**config.mk**
```make
export PLATFORM = sky130hd
export DESIGN_NAME = ttt_turn_controller_flat
export DESIGN_NICKNAME = d
export VERILOG_FILES = /design/src/rtl/ttt_turn_controller_if.sv /design/src/rtl/ttt_turn_controller.sv /design/src/flat_wrapper.sv
export SDC_FILE = /design/constraint.sdc
export NUM_CORES = 1
export LEC_CHECK = 0
export CAP_MARGIN = 20
export CORE_MARGIN = 2
export CORE_UTILIZATION = 24
export CTS_CLUSTER_SIZE = 16
export DETAILED_ROUTE_END_ITERATION = 6
export GPL_TIMING_DRIVEN = 0
export HOLD_SLACK_MARGIN = 0.02
export PLACE_DENSITY_LB_ADDON = 0.2
export SYNTH_ARGS = -nofsm -noshare
export SYNTH_HDL_FRONTEND = slang
export SYNTH_SLANG_ARGS = --single-unit
```
**constraint.sdc**
```tcl
create_clock -name clk -period 2.5 [get_ports clk]
set_input_delay 0.25 -clock clk [delete_from_list [all_inputs] [get_ports clk]]
set_output_delay 0.25 -clock clk [all_outputs]
set_load 0.02 [all_outputs]
```
**src/rtl/ttt_turn_controller_if.sv**
```systemverilog
// ttt_turn_controller_if: player-choice inputs and board/status outputs of the turn controller.
interface ttt_turn_controller_if;
    logic [3:0]  choice;
    logic        new_game;
    logic [17:0] board;
    logic        turn;
    logic        illegal;
    logic        game_over;
    logic [1:0]  winner;
    modport master (output choice, new_game, input board, turn, illegal, game_over, winner);
    modport slave  (input choice, new_game, output board, turn, illegal, game_over, winner);
endinterface

```
**src/rtl/ttt_turn_controller.sv**
```systemverilog
// ttt_turn_controller: tic-tac-toe move validation, turn sequencing and win/draw detection.
// Defining TTT_TIMEOUT_EN adds a per-turn forfeit timer of TIMEOUT_CYCLES clocks.
module ttt_turn_controller #(
    parameter int TIMEOUT_CYCLES = 100_000_000
) (
    input  logic                 clk,
    input  logic                 reset,
    ttt_turn_controller_if.slave bus
);
    typedef enum logic [1:0] {TURN, CHECK, WIN, DRAW} state_t;
    state_t      state_q, state_d;
    logic [17:0] board_q, board_d;
    logic        turn_q, turn_d, illegal_q, illegal_d;
    logic [1:0]  winner_q, winner_d;
    logic [3:0]  move_cnt_q, move_cnt_d, prev_choice_q;
    logic [1:0]  c [1:9];
    logic        move_req, valid_cell, cell_ok, line_win;
    logic [3:0]  idx;
    logic [4:0]  bit_idx;

    if (TIMEOUT_CYCLES < 2) begin : g_bad_timeout
        $error("TIMEOUT_CYCLES must be at least 2");
    end

    for (genvar i = 1; i <= 9; i++) begin : g_cell
        assign c[i] = board_q[2*i-2 +: 2];
    end

    function automatic logic same3(input logic [1:0] a, input logic [1:0] b, input logic [1:0] x);
        return (a != 2'b00) && (a == b) && (a == x);
    endfunction

    assign move_req   = (bus.choice != prev_choice_q) && (bus.choice != 4'd0);
    assign valid_cell = (bus.choice >= 4'd1) && (bus.choice <= 4'd9);
    assign idx        = valid_cell ? bus.choice - 4'd1 : 4'd0;
    assign bit_idx    = {idx, 1'b0};
    assign cell_ok    = valid_cell && (board_q[bit_idx +: 2] == 2'b00);
    assign line_win   = same3(c[1], c[2], c[3]) | same3(c[4], c[5], c[6]) | same3(c[7], c[8], c[9]) |
                        same3(c[1], c[4], c[7]) | same3(c[2], c[5], c[8]) | same3(c[3], c[6], c[9]) |
                        same3(c[1], c[5], c[9]) | same3(c[3], c[5], c[7]);

`ifdef TTT_TIMEOUT_EN
    localparam int TW = $clog2(TIMEOUT_CYCLES + 1);
    logic [TW-1:0] timer_q, timer_d;
`endif

    always_comb begin
        state_d    = state_q;
        board_d    = board_q;
        turn_d     = turn_q;
        illegal_d  = 1'b0;
        winner_d   = winner_q;
        move_cnt_d = move_cnt_q;
`ifdef TTT_TIMEOUT_EN
        timer_d    = (state_q == TURN) ? timer_q + 1'b1 : '0;
`endif
        if (bus.new_game) begin
            state_d    = TURN;
            board_d    = '0;
            turn_d     = 1'b0;
            winner_d   = 2'b00;
            move_cnt_d = 4'd0;
`ifdef TTT_TIMEOUT_EN
            timer_d    = '0;
`endif
        end else begin
            case (state_q)
                TURN: begin
                    if (move_req && cell_ok) begin
                        board_d[bit_idx +: 2] = turn_q ? 2'b10 : 2'b01;
                        move_cnt_d            = move_cnt_q + 4'd1;
                        state_d               = CHECK;
`ifdef TTT_TIMEOUT_EN
                        timer_d               = '0;
`endif
                    end else begin
                        illegal_d = move_req;
`ifdef TTT_TIMEOUT_EN
                        if (timer_q == TW'(TIMEOUT_CYCLES - 1)) begin
                            turn_d  = ~turn_q;
                            timer_d = '0;
                        end
`endif
                    end
                end
                // The board already holds the new move, so any matching line belongs to turn_q.
                CHECK: begin
                    if (line_win) begin
                        state_d  = WIN;
                        winner_d = turn_q ? 2'b10 : 2'b01;
                    end else if (move_cnt_q == 4'd9) begin
                        state_d = DRAW;
                    end else begin
                        turn_d  = ~turn_q;
                        state_d = TURN;
                    end
                end
                default: ;
            endcase
        end
    end

    always_ff @(posedge clk or negedge reset) begin
        if (!reset) begin
            state_q       <= TURN;
            board_q       <= '0;
            turn_q        <= 1'b0;
            illegal_q     <= 1'b0;
            winner_q      <= 2'b00;
            move_cnt_q    <= 4'd0;
            prev_choice_q <= 4'd0;
        end else begin
            state_q       <= state_d;
            board_q       <= board_d;
            turn_q        <= turn_d;
            illegal_q     <= illegal_d;
            winner_q      <= winner_d;
            move_cnt_q    <= move_cnt_d;
            prev_choice_q <= bus.choice;
        end
    end

`ifdef TTT_TIMEOUT_EN
    always_ff @(posedge clk or negedge reset) begin
        if (!reset) timer_q <= '0;
        else        timer_q <= timer_d;
    end
`endif

    assign bus.board     = board_q;
    assign bus.turn      = turn_q;
    assign bus.illegal   = illegal_q;
    assign bus.game_over = (state_q == WIN) || (state_q == DRAW);
    assign bus.winner    = winner_q;
endmodule

```
**src/flat_wrapper.sv**
```systemverilog
// flat-port wrapper written by rule: the top's interface ports become plain ports
module ttt_turn_controller_flat 
#(
    parameter int TIMEOUT_CYCLES = 100_000_000
)
  (clk, reset, bus_choice, bus_new_game, bus_board, bus_turn, bus_illegal, bus_game_over, bus_winner);
  ttt_turn_controller_if bus_i ();
  input  logic clk;
  input  logic reset;
  input wire logic [$bits(bus_i.choice)-1:0] bus_choice;
  input wire logic [$bits(bus_i.new_game)-1:0] bus_new_game;
  output wire logic [$bits(bus_i.board)-1:0] bus_board;
  output wire logic [$bits(bus_i.turn)-1:0] bus_turn;
  output wire logic [$bits(bus_i.illegal)-1:0] bus_illegal;
  output wire logic [$bits(bus_i.game_over)-1:0] bus_game_over;
  output wire logic [$bits(bus_i.winner)-1:0] bus_winner;
  assign bus_i.choice = bus_choice;
  assign bus_i.new_game = bus_new_game;
  assign bus_board = bus_i.board;
  assign bus_turn = bus_i.turn;
  assign bus_illegal = bus_i.illegal;
  assign bus_game_over = bus_i.game_over;
  assign bus_winner = bus_i.winner;
  ttt_turn_controller #(.TIMEOUT_CYCLES(TIMEOUT_CYCLES)) u_core (.clk(clk), .reset(reset), .bus(bus_i));
endmodule
```
Word-level counts from Yosys, hierarchy flattened
Index checks and enable logic that the tools add are counted.
Word-level totals
  bits in registers: 32
  bits of input ports: 7
  word-level logic and storage cells: 109
Operators by class
  magnitude comparators: 2
  $add $sub $neg: 3
  multiplexer cells: 24
  equality and inequality tests: 24
  reductions and logical operators: 38
  bitwise logic cells: 8
  shifts and indexed selects: 3
Operators with widths (number)
  $mux W18: 3
  $eq A2 B2 Y1: 16
  $logic_and A1 B1 Y1: 20
  $bwmux W18: 1
  $reduce_bool A2 Y1: 9
  $shift A2 B7 Y18 const A: 1
  $shiftx A18 B6 Y2: 1
  $shiftx A2 B7 Y18: 1
  $mux W2: 8
  $mux W4: 4
  $mux W1: 7
  $neg A5 Y7: 1
  $or A1 B1 Y1: 7
  $reduce_and A2 Y1: 3
  $add A4 B1 Y4 const B: 1
  $eq A2 B2 Y1 const B: 2
  $eq A4 B4 Y1 const B: 1
  $ge A4 B1 Y1 const B: 1
  $le A4 B4 Y1 const B: 1
  $logic_not A2 Y1: 2
  $ne A2 B2 Y1 const B: 2
  $ne A4 B4 Y1: 1
  $pmux W2 S2: 1
  $reduce_bool A4 Y1: 1
  7 further kinds: 7

Longest topological paths before layout
Gate-level depths: netlist (run 1).
  depth after elaboration: 13
  gate-level depth with buffers: 12
  gate-level depth less buffers: 9

Least setup slack after synthesis (run 1)
Ideal clock, no wire load.
  path type: input -> register
  start: input port bus_choice[0]
  end: register u_core.board_q[8], in the netlist u_core.bus.board[8]
  buffers on the path: 2
  stages: 10
  data arrival time: 2.648 ns
  slack: -0.271 ns
  path through: clkbuf_1 inv_2 ha_1 clkbuf_1 mux2_2 a221o_1 a311oi_2 a22oi_2 or4_4 mux2i_1
Between the ends
  longest elaborated chain between the ends: 9
  elaborated cells on any way between the ends: 21
RTL lines
  start: declaration: RTL line flat_wrapper.sv:10  | input wire logic [$bits(bus_i.choice)-1:0] bus_choice;
  $ge A4 B1 Y1 / $le A4 B4 Y1 (equally long branches): RTL line ttt_turn_controller.sv:34  | assign valid_cell = (bus.choice >= 4'd1) && (bus.choice <= 4'd9);
  $logic_and A1 B1 Y1: RTL line ttt_turn_controller.sv:34
  $mux W4: RTL line ttt_turn_controller.sv:35  | assign idx = valid_cell ? bus.choice - 4'd1 : 4'd0;
  $neg A5 Y7 / $shiftx A18 B6 Y2 (equally long branches): RTL line ttt_turn_controller.sv:70, ttt_turn_controller.sv:37
  $shiftx A2 B7 Y18, or another cell as far along: RTL line ttt_turn_controller.sv:70  | board_d[bit_idx +: 2] = turn_q ? 2'b10 : 2'b01;
  $bwmux W18 / $logic_and A1 B1 Y1 (equally long branches): RTL line ttt_turn_controller.sv:70, ttt_turn_controller.sv:37
  $mux W18 / $logic_and A1 B1 Y1 (equally long branches): RTL line ttt_turn_controller.sv:69  | if (move_req && cell_ok) begin
  $mux W18 / $reduce_bool A2 Y1 (equally long branches)
  $mux W18 / $reduce_and A2 Y1 (equally long branches)
  end signal: assignment: RTL line ttt_turn_controller.sv:114  | board_q <= board_d;
  end: declaration: RTL line ttt_turn_controller.sv:12  | logic [17:0] board_q, board_d;
Parallel ways exist; a longest one is shown, timed or not. The select of a mux whose other input is x is not followed.
A chain may end at the register's enable or synchronous reset.

Final worst setup path (run 1)
  start: input port bus_choice[1]
  end: register u_core.board_q[8], in the netlist u_core.bus.board[8]
The elaborated chain is that of the path after synthesis.

==> results.cfg, run 1 <==
[yosys]
syn_inst = 264
ys_warn_count = 0
synthXorXnorAreaFrac = 0.0305
synth_compound_area_frac = 0.192
synth_area_um2 = 2300
synth_ff_type = dfrtp_1
netlist_top_cells_area = dfrtp_1, mux2i_1, nand2b_1
synthTopCellsByCount = dfrtp_1, nor2_1, nand2b_1
synth.distinct_cells = 54
yosys.area_share.simple = 0.276
synth_edf_count = 0
yosysTopAreaCellShare = 0.349
synth_top_family_by_area = simple AND/OR/NAND/NOR gates
synth.most_common_cell = dfrtp_1
yosysSeqAreaShare = 0.349
postSynthRegisterBits = 32
synth_mux_area_frac = 0.0703
synthArstFlopShare = 1.00
syn_nets = 276
synth_top_area_cell = dfrtp_1
synth_fa_ha_area_frac = 0.0272
synth.avg_cell_area_um2 = 8.70

[global_route]
grt_max_degree = 33
antenna_found_initial = 0
grt_pass1_wl_um = 11300
grtUsageTotal = 0.140
first_global_vias = 2090
overflow = 0

[die]
pin_count = 30
coreArea_um2 = 9240
die_height_um = 102
dieArea_um2 = 10400
die_w_um = 102
start_util = 0.248
fp-row-count = 35

[finish]
nets = 325
drive_gt1_frac = 0.178
syn_to_final_growth_pct = 32.8
nFillCells = 1002
antenna_cells = 0

[power_and_ir_drop]
ir_worst_vdd_mv = 0.178
powerDensity_nw_per_um2 = 434
cellLeakagePower_nw = 1.24
p_total_mw = 1.32

[worst_setup_path]
cp.depth = 10
start_kind = input port
cp_data_required_time_ns = 2.67
r2r_setup_slack_ns = 0.09
critical_path_class = in -> reg
rr_startpoint = u_core.bus.board[15]
reg2reg_depth = 7
crit_buf_inv = 2
path_cells = buf_4, inv_4, ha_4, or4b_4, o211ai_4, a2111oi_4, a211oi_2, a22oi_2, or4_4, mux2i_1
cpMaxStageDelayCell = or4b_4
max_stage_delay_ns = 0.53
worstSetupEndpointType = flip-flop
r2r_end = u_core.bus.board[8]
cp_top_family = simple AND/OR/NAND/NOR gates
critical_path.max_fanout = 7
arrival_ns = 2.60

[cts]
clockBufferDepth = 2
cts_root_buf = clkbuf_8
cts_buffers = 5
tritoncts = done
htreeDepth = 2
cts.clk_slew.worst_paths_ns = 0.07
holdBufCountCts = 0
clock_latency_ns = 0.28
cts.sinks = 32

[route]
drt_wl_total_um = 6990
first_iter_violations = 140
ant_nets = 0
route.detailed.drc = 0
wl_per_cell_um = 15.8
via_count = 2198
dr.pass1.iters = 6
viasPerCell = 4.96

[timing]
min_period_over_period = 0.971
finalHoldViolations = 0
setup_viol = 0
period_needed_ns = 2.43
fin_worst_skew_ns = 0.00433
slew_headroom = 0.476
setup-tns-final_ns = 0
worst-slew-pin-transition_ns = 0.787
fmax_mhz = 412
report.final.slew_viol_count = 0
fin_ws_ns = 0.0718

[hold_path]
hold_path_class = in -> async

[placed_design]
place_ws_ns = -1.14
place_hpwl_um = 4910
gp_congestion = 0.816
io_buffers = 29

[status]
status = finished, final reports clean

[flow_run]
maxCapViolCount = 0
-- cell type report --
cell class              instances  area [um2]  area share
inverters                      12        55.1      0.0181
multi-input cells             203        1470       0.481
repair buffers                 43         384       0.126
clock buffers                   8        90.1      0.0295
well taps                     129         161      0.0529
plain buffers                  16        90.1      0.0295
flip-flops and latches         32         803       0.263
-- cell families (layout without fill, tap and decap cells) --
| kind of cell | Yosys count | count (layout) |
|---|---|---|
| DFF | 32 | 32 |
| AOI/OAI and AO/OA | 58 | 59 |
| adders and majority gates | 5 | 5 |
| muxes | 16 | 16 |
| xor gates and xnor gates | 8 | 8 |
| and+or+nand+nor | 115 | 115 |
| buffers and inverters | 30 | 79 |
-- worst reg2reg max path: stages, from the launching register on --
cell and delay, ns:
dfrtp_2 0.47, or3_1 0.34, a211oi_2 0.26, a2111oi_4 0.10, a211oi_2 0.35, a22oi_2 0.11
or4_4 0.53, mux2i_1 0.14
-- worst max path at each step --
| stage | from | endpoint |
|---|---|---|
| 4_1_cts | bus_choice[0] | u_core.bus.board[9] |
| 2_1_floorplan | bus_choice[1] | u_core.bus.board[8] |
| 5_1_grt | bus_choice[1] | u_core.bus.board[15] |
| 3_3_place_gp | bus_choice[1] | u_core.bus.board[7] |
| 3_5_place_dp | bus_choice[1] | u_core.bus.board[6] |
| 6_report | bus_choice[1] | u_core.bus.board[8] |
-- power breakdown --
group	internal [mW]	switching (mW)
registers	0.538	0.0252
clock network	0.224	0.185
logic	0.154	0.198
-- metrics by stage --
step,hold slack (ns),util,cells,cell area [um2]
floorplan,-0.0456,-,264,2330
global placement,0.511,0.301,422,2780
detailed placement,0.378,0.301,422,2780
CTS,0.0693,0.323,439,2990
global route,0.0916,0.330,443,3050
finish,0.0465,0.330,443,3050
-- state kept, by name (all words and copies together), names as in the netlist --
signal,cells
u_core.bus.board,18
u_core.move_cnt_q,4
u_core.prev_choice_q,4
u_core.bus.winner,2
u_core.state_q,2
u_core.bus.illegal,1
u_core.bus.turn,1
-- cells in the final DEF (no fill, tap or decap), drive strengths merged, types with 2 or more instances in the layout --
| cell | synthesis | final |
|---|---|---|
| a2111oi | 2 | 2 |
| nand2 | 11 | 11 |
| nand2b | 20 | 20 |
| buf | 7 | 24 |
| dfrtp | 32 | 32 |
| nor3 | 16 | 16 |
| o21ba | 2 | 2 |
| inv | 12 | 12 |
| or2 | 2 | 2 |
| nor4bb | 2 | 2 |
| nor2 | 27 | 27 |
| nor4b | 2 | 2 |
| o21ai | 10 | 10 |
| a31oi | 3 | 3 |
| o22ai | 8 | 8 |
| nand3 | 8 | 8 |
| o211ai | 3 | 4 |
| a21oi | 9 | 9 |
| or3 | 8 | 8 |
| clkbuf | 11 | 18 |
| a211oi | 4 | 4 |
| mux2i | 15 | 15 |
| and3 | 11 | 11 |
| nand4 | 2 | 2 |
| ha | 5 | 5 |
| clkdlybuf4s50 | 0 | 24 |
| o2111ai | 3 | 3 |
| xnor2 | 8 | 8 |
| a22oi | 3 | 3 |
-- layer usage --
layer / global-route usage / share of wire / vias to the layer above
li1: - / - / 1069
met1: 0.204 / 0.49 / 1064
met2: 0.215 / 0.45 / 58
met3: 0.0246 / 0.045 / 7
met4: 0.0338 / 0.0084 / 0
met5: 0 / 0 / -
-- repair_timing --
item,in CTS,in global routing
pin swaps,12,8
setup buffers,10,4
gates resized for setup,25,11
endpoints found under the setup margin,24,7
cloned,1,0
Note: power is estimated with default switching activity, not from simulation.
==> run 2, diff against run 1 <==
--- a/config.mk
+++ b/config.mk
@@ -6,8 +6,9 @@
 export NUM_CORES = 1
 export LEC_CHECK = 0
 export CAP_MARGIN = 20
+export CORE_ASPECT_RATIO = 2
 export CORE_MARGIN = 2
-export CORE_UTILIZATION = 24
+export CORE_UTILIZATION = 54
 export CTS_CLUSTER_SIZE = 16
 export DETAILED_ROUTE_END_ITERATION = 6
 export GPL_TIMING_DRIVEN = 0
==> run 2 against run 1 <==
Against the previous run:
- non-clock buffer count decreased by 4
- clock power rose by 20%
- register-to-register slack improved by 0.06 ns
- worst setup slack improved by 0.045 ns
- global-route usage rose by 14 points
- power rose by 6.0%
- wire length is 11% lower
==> results.cfg, run 2 (synthesized netlist as in run 1, its figures left out) <==
[status]
status = finished, final reports clean

[timing]
worst_hold_slack_ns = 0.0217
fin_ws_ns = 0.117
finalHoldViolations = 0
fmax_mhz = 420
min_period_over_period = 0.953
report.final.slew_viol_count = 0
period_needed_ns = 2.38
worst-slew-pin-transition_ns = 0.733
setup_viol = 0
fin_worst_skew_ns = 0.00506
slew_headroom = 0.511
rsz0062_at_grt = false

[worst_setup_path]
critical_path.max_fanout = 4
start_kind = input port
max_stage_delay_ns = 0.48
critical_path_class = in -> reg
cpMaxStageDelayCell = or4b_4
crit_path_frequent_cell = buf_4
worstSetupEndpointType = flip-flop
path_cells = buf_4, buf_8, inv_8, ha_4, or4b_4, buf_4, o21ai_0, nand2b_1, a311oi_2, a22o_1, buf_6, nand3_1, mux2i_1
cp_data_required_time_ns = 2.70
arrival_ns = 2.58

[finish]
largest_reg_flops = 18
multiInputGateArea_um2 = 1450
final_common_cell = dfrtp_1
nets = 320
regArea_um2 = 802
drive_gt1_frac = 0.165
antenna_cells = 0
mostFrequentLayoutCells = dfrtp_1, nor2_1, clkdlybuf4s50_1, nand2b_1, nor3_1
nFillCells = 294
postLayoutCellArea_um2 = 2940
syn_to_final_growth_pct = 28.0

[cts]
cts.clk_slew.worst_paths_ns = 0.07
cts_buffers = 5
clock_latency_ns = 0.29
cts_root_buf = clkbuf_8
cts.sinks = 32
clockBufferDepth = 2
holdBufCountCts = 0
htreeDepth = 2
tritoncts = done

[power_and_ir_drop]
clockPowerShare = 0.350
pwr-share-comb = 0.249
switching_share = 0.297
powerDensity_nw_per_um2 = 478
seq_power_share = 0.401
switchingPower_mw = 0.417
ir_worst_vdd_mv = 0.499
p_int_mw = 0.988
cellLeakagePower_nw = 1.23

[route]
drt_wl_total_um = 6230
wl_per_cell_um = 17.2
route.detailed.drc = 0
dr.pass1.iters = 4
ant_nets = 0
via_count = 2233
first_iter_violations = 93
viasPerCell = 6.19

[global_route]
grt_busiest_layer = met2
met2_usage = 0.504
grt_use_met3 = 0.0373
antenna_found_initial = 0
first_global_vias = 2104
overflow = 0
grtUsageMet1 = 0.307
grt_max_degree = 33
grt_pass1_wl_um = 10200
grtUsageTotal = 0.284

[die]
die_w_um = 50.1
dieArea_um2 = 4820
start_util = 0.562
pin_count = 30
fp-row-count = 33
coreArea_um2 = 4090
die_height_um = 96.2

[placed_design]
io_buffers = 29
place_hpwl_um = 4460
place_ws_ns = -1.07
place_area_um2 = 2680
gp_congestion = 0.894

[flow_run]
maxCapViolCount = 0

[hold_path]
hold_path_class = in -> async
==> run 2: stage by stage <==
step | instances | total power, mW | TNS, ns | utilization
CTS | 358 | 1.40 | 0 | 0.704
global placement | 345 | 0.865 | -21.29 | 0.657
finish | 361 | 1.40 | 0 | 0.719
floorplan | 264 | 0.774 | -0.134 | -
global route | 361 | 1.47 | 0 | 0.719
detailed placement | 345 | 0.871 | -21.57 | 0.656
==> run 2: final cells by class <==
class / instances / share of cell area
Tap cell: 52 / 0.0221
Timing Repair Buffer: 39 / 0.124
Buffer: 16 / 0.0307
Inverter: 12 / 0.0187
Clock inverter: 2 / 0.0119
Clock buffer: 6 / 0.0247
Sequential cell: 32 / 0.273
Multi-Input combinational cell: 202 / 0.494
==> run 2: timing repair <==
item                                    in CTS  in global routing
pin swaps                                    9                 11
resized for setup                           22                 13
cloned                                       0                  0
endpoints found under the setup margin      24                 15
buffers inserted                             7                  3
==> run 2: worst paths after layout <==
path	startpoint	endpoint	slack, ns	cells after the start
worst max register to register	u_core.bus.board[14]	u_core.bus.board[6]	0.15	8
worst min register to register	u_core.bus.winner[1]	u_core.bus.winner[1]	0.52	2
max in group asynchronous	reset	u_core.bus.board[15]	1.97	1
worst max-delay path	bus_choice[0]	u_core.bus.board[3]	0.12	13
worst min-delay path	reset	u_core.bus.board[9]	0.02	1
min in group clk	bus_choice[0]	u_core.prev_choice_q[0]	0.11	1
==> run 2: critical path, delay by kind of cell <==
kind	cells	cell delay (ns)
AND/OR/NAND/NOR	3	0.83
buffers and inverters	5	0.61
AO/OA/AOI/OAI	3	0.53
multiplexers	1	0.24
adder cells (fa/ha/maj)	1	0.12
==> run 2: power by group through the flow <==
| stage | combinational (mW) | sequential, mW | clock, mW |
|---|---|---|---|
| after floorplan | 0.196 | 0.578 | 0 |
| after global placement | 0.293 | 0.572 | 0 |
| final | 0.350 | 0.563 | 0.492 |
| after detailed placement | 0.299 | 0.572 | 0 |
| after global routing | 0.380 | 0.566 | 0.521 |
| after CTS | 0.332 | 0.562 | 0.501 |
==> run 2: routing by layer <==
| metal | vias to the layer above | wire length [um] |
|---|---|---|
| met5 | - | 0 |
| li1 | 1052 | - |
| met3 | 30 | 303 |
| met4 | 0 | 357 |
| met2 | 94 | 3350 |
| met1 | 1057 | 2220 |
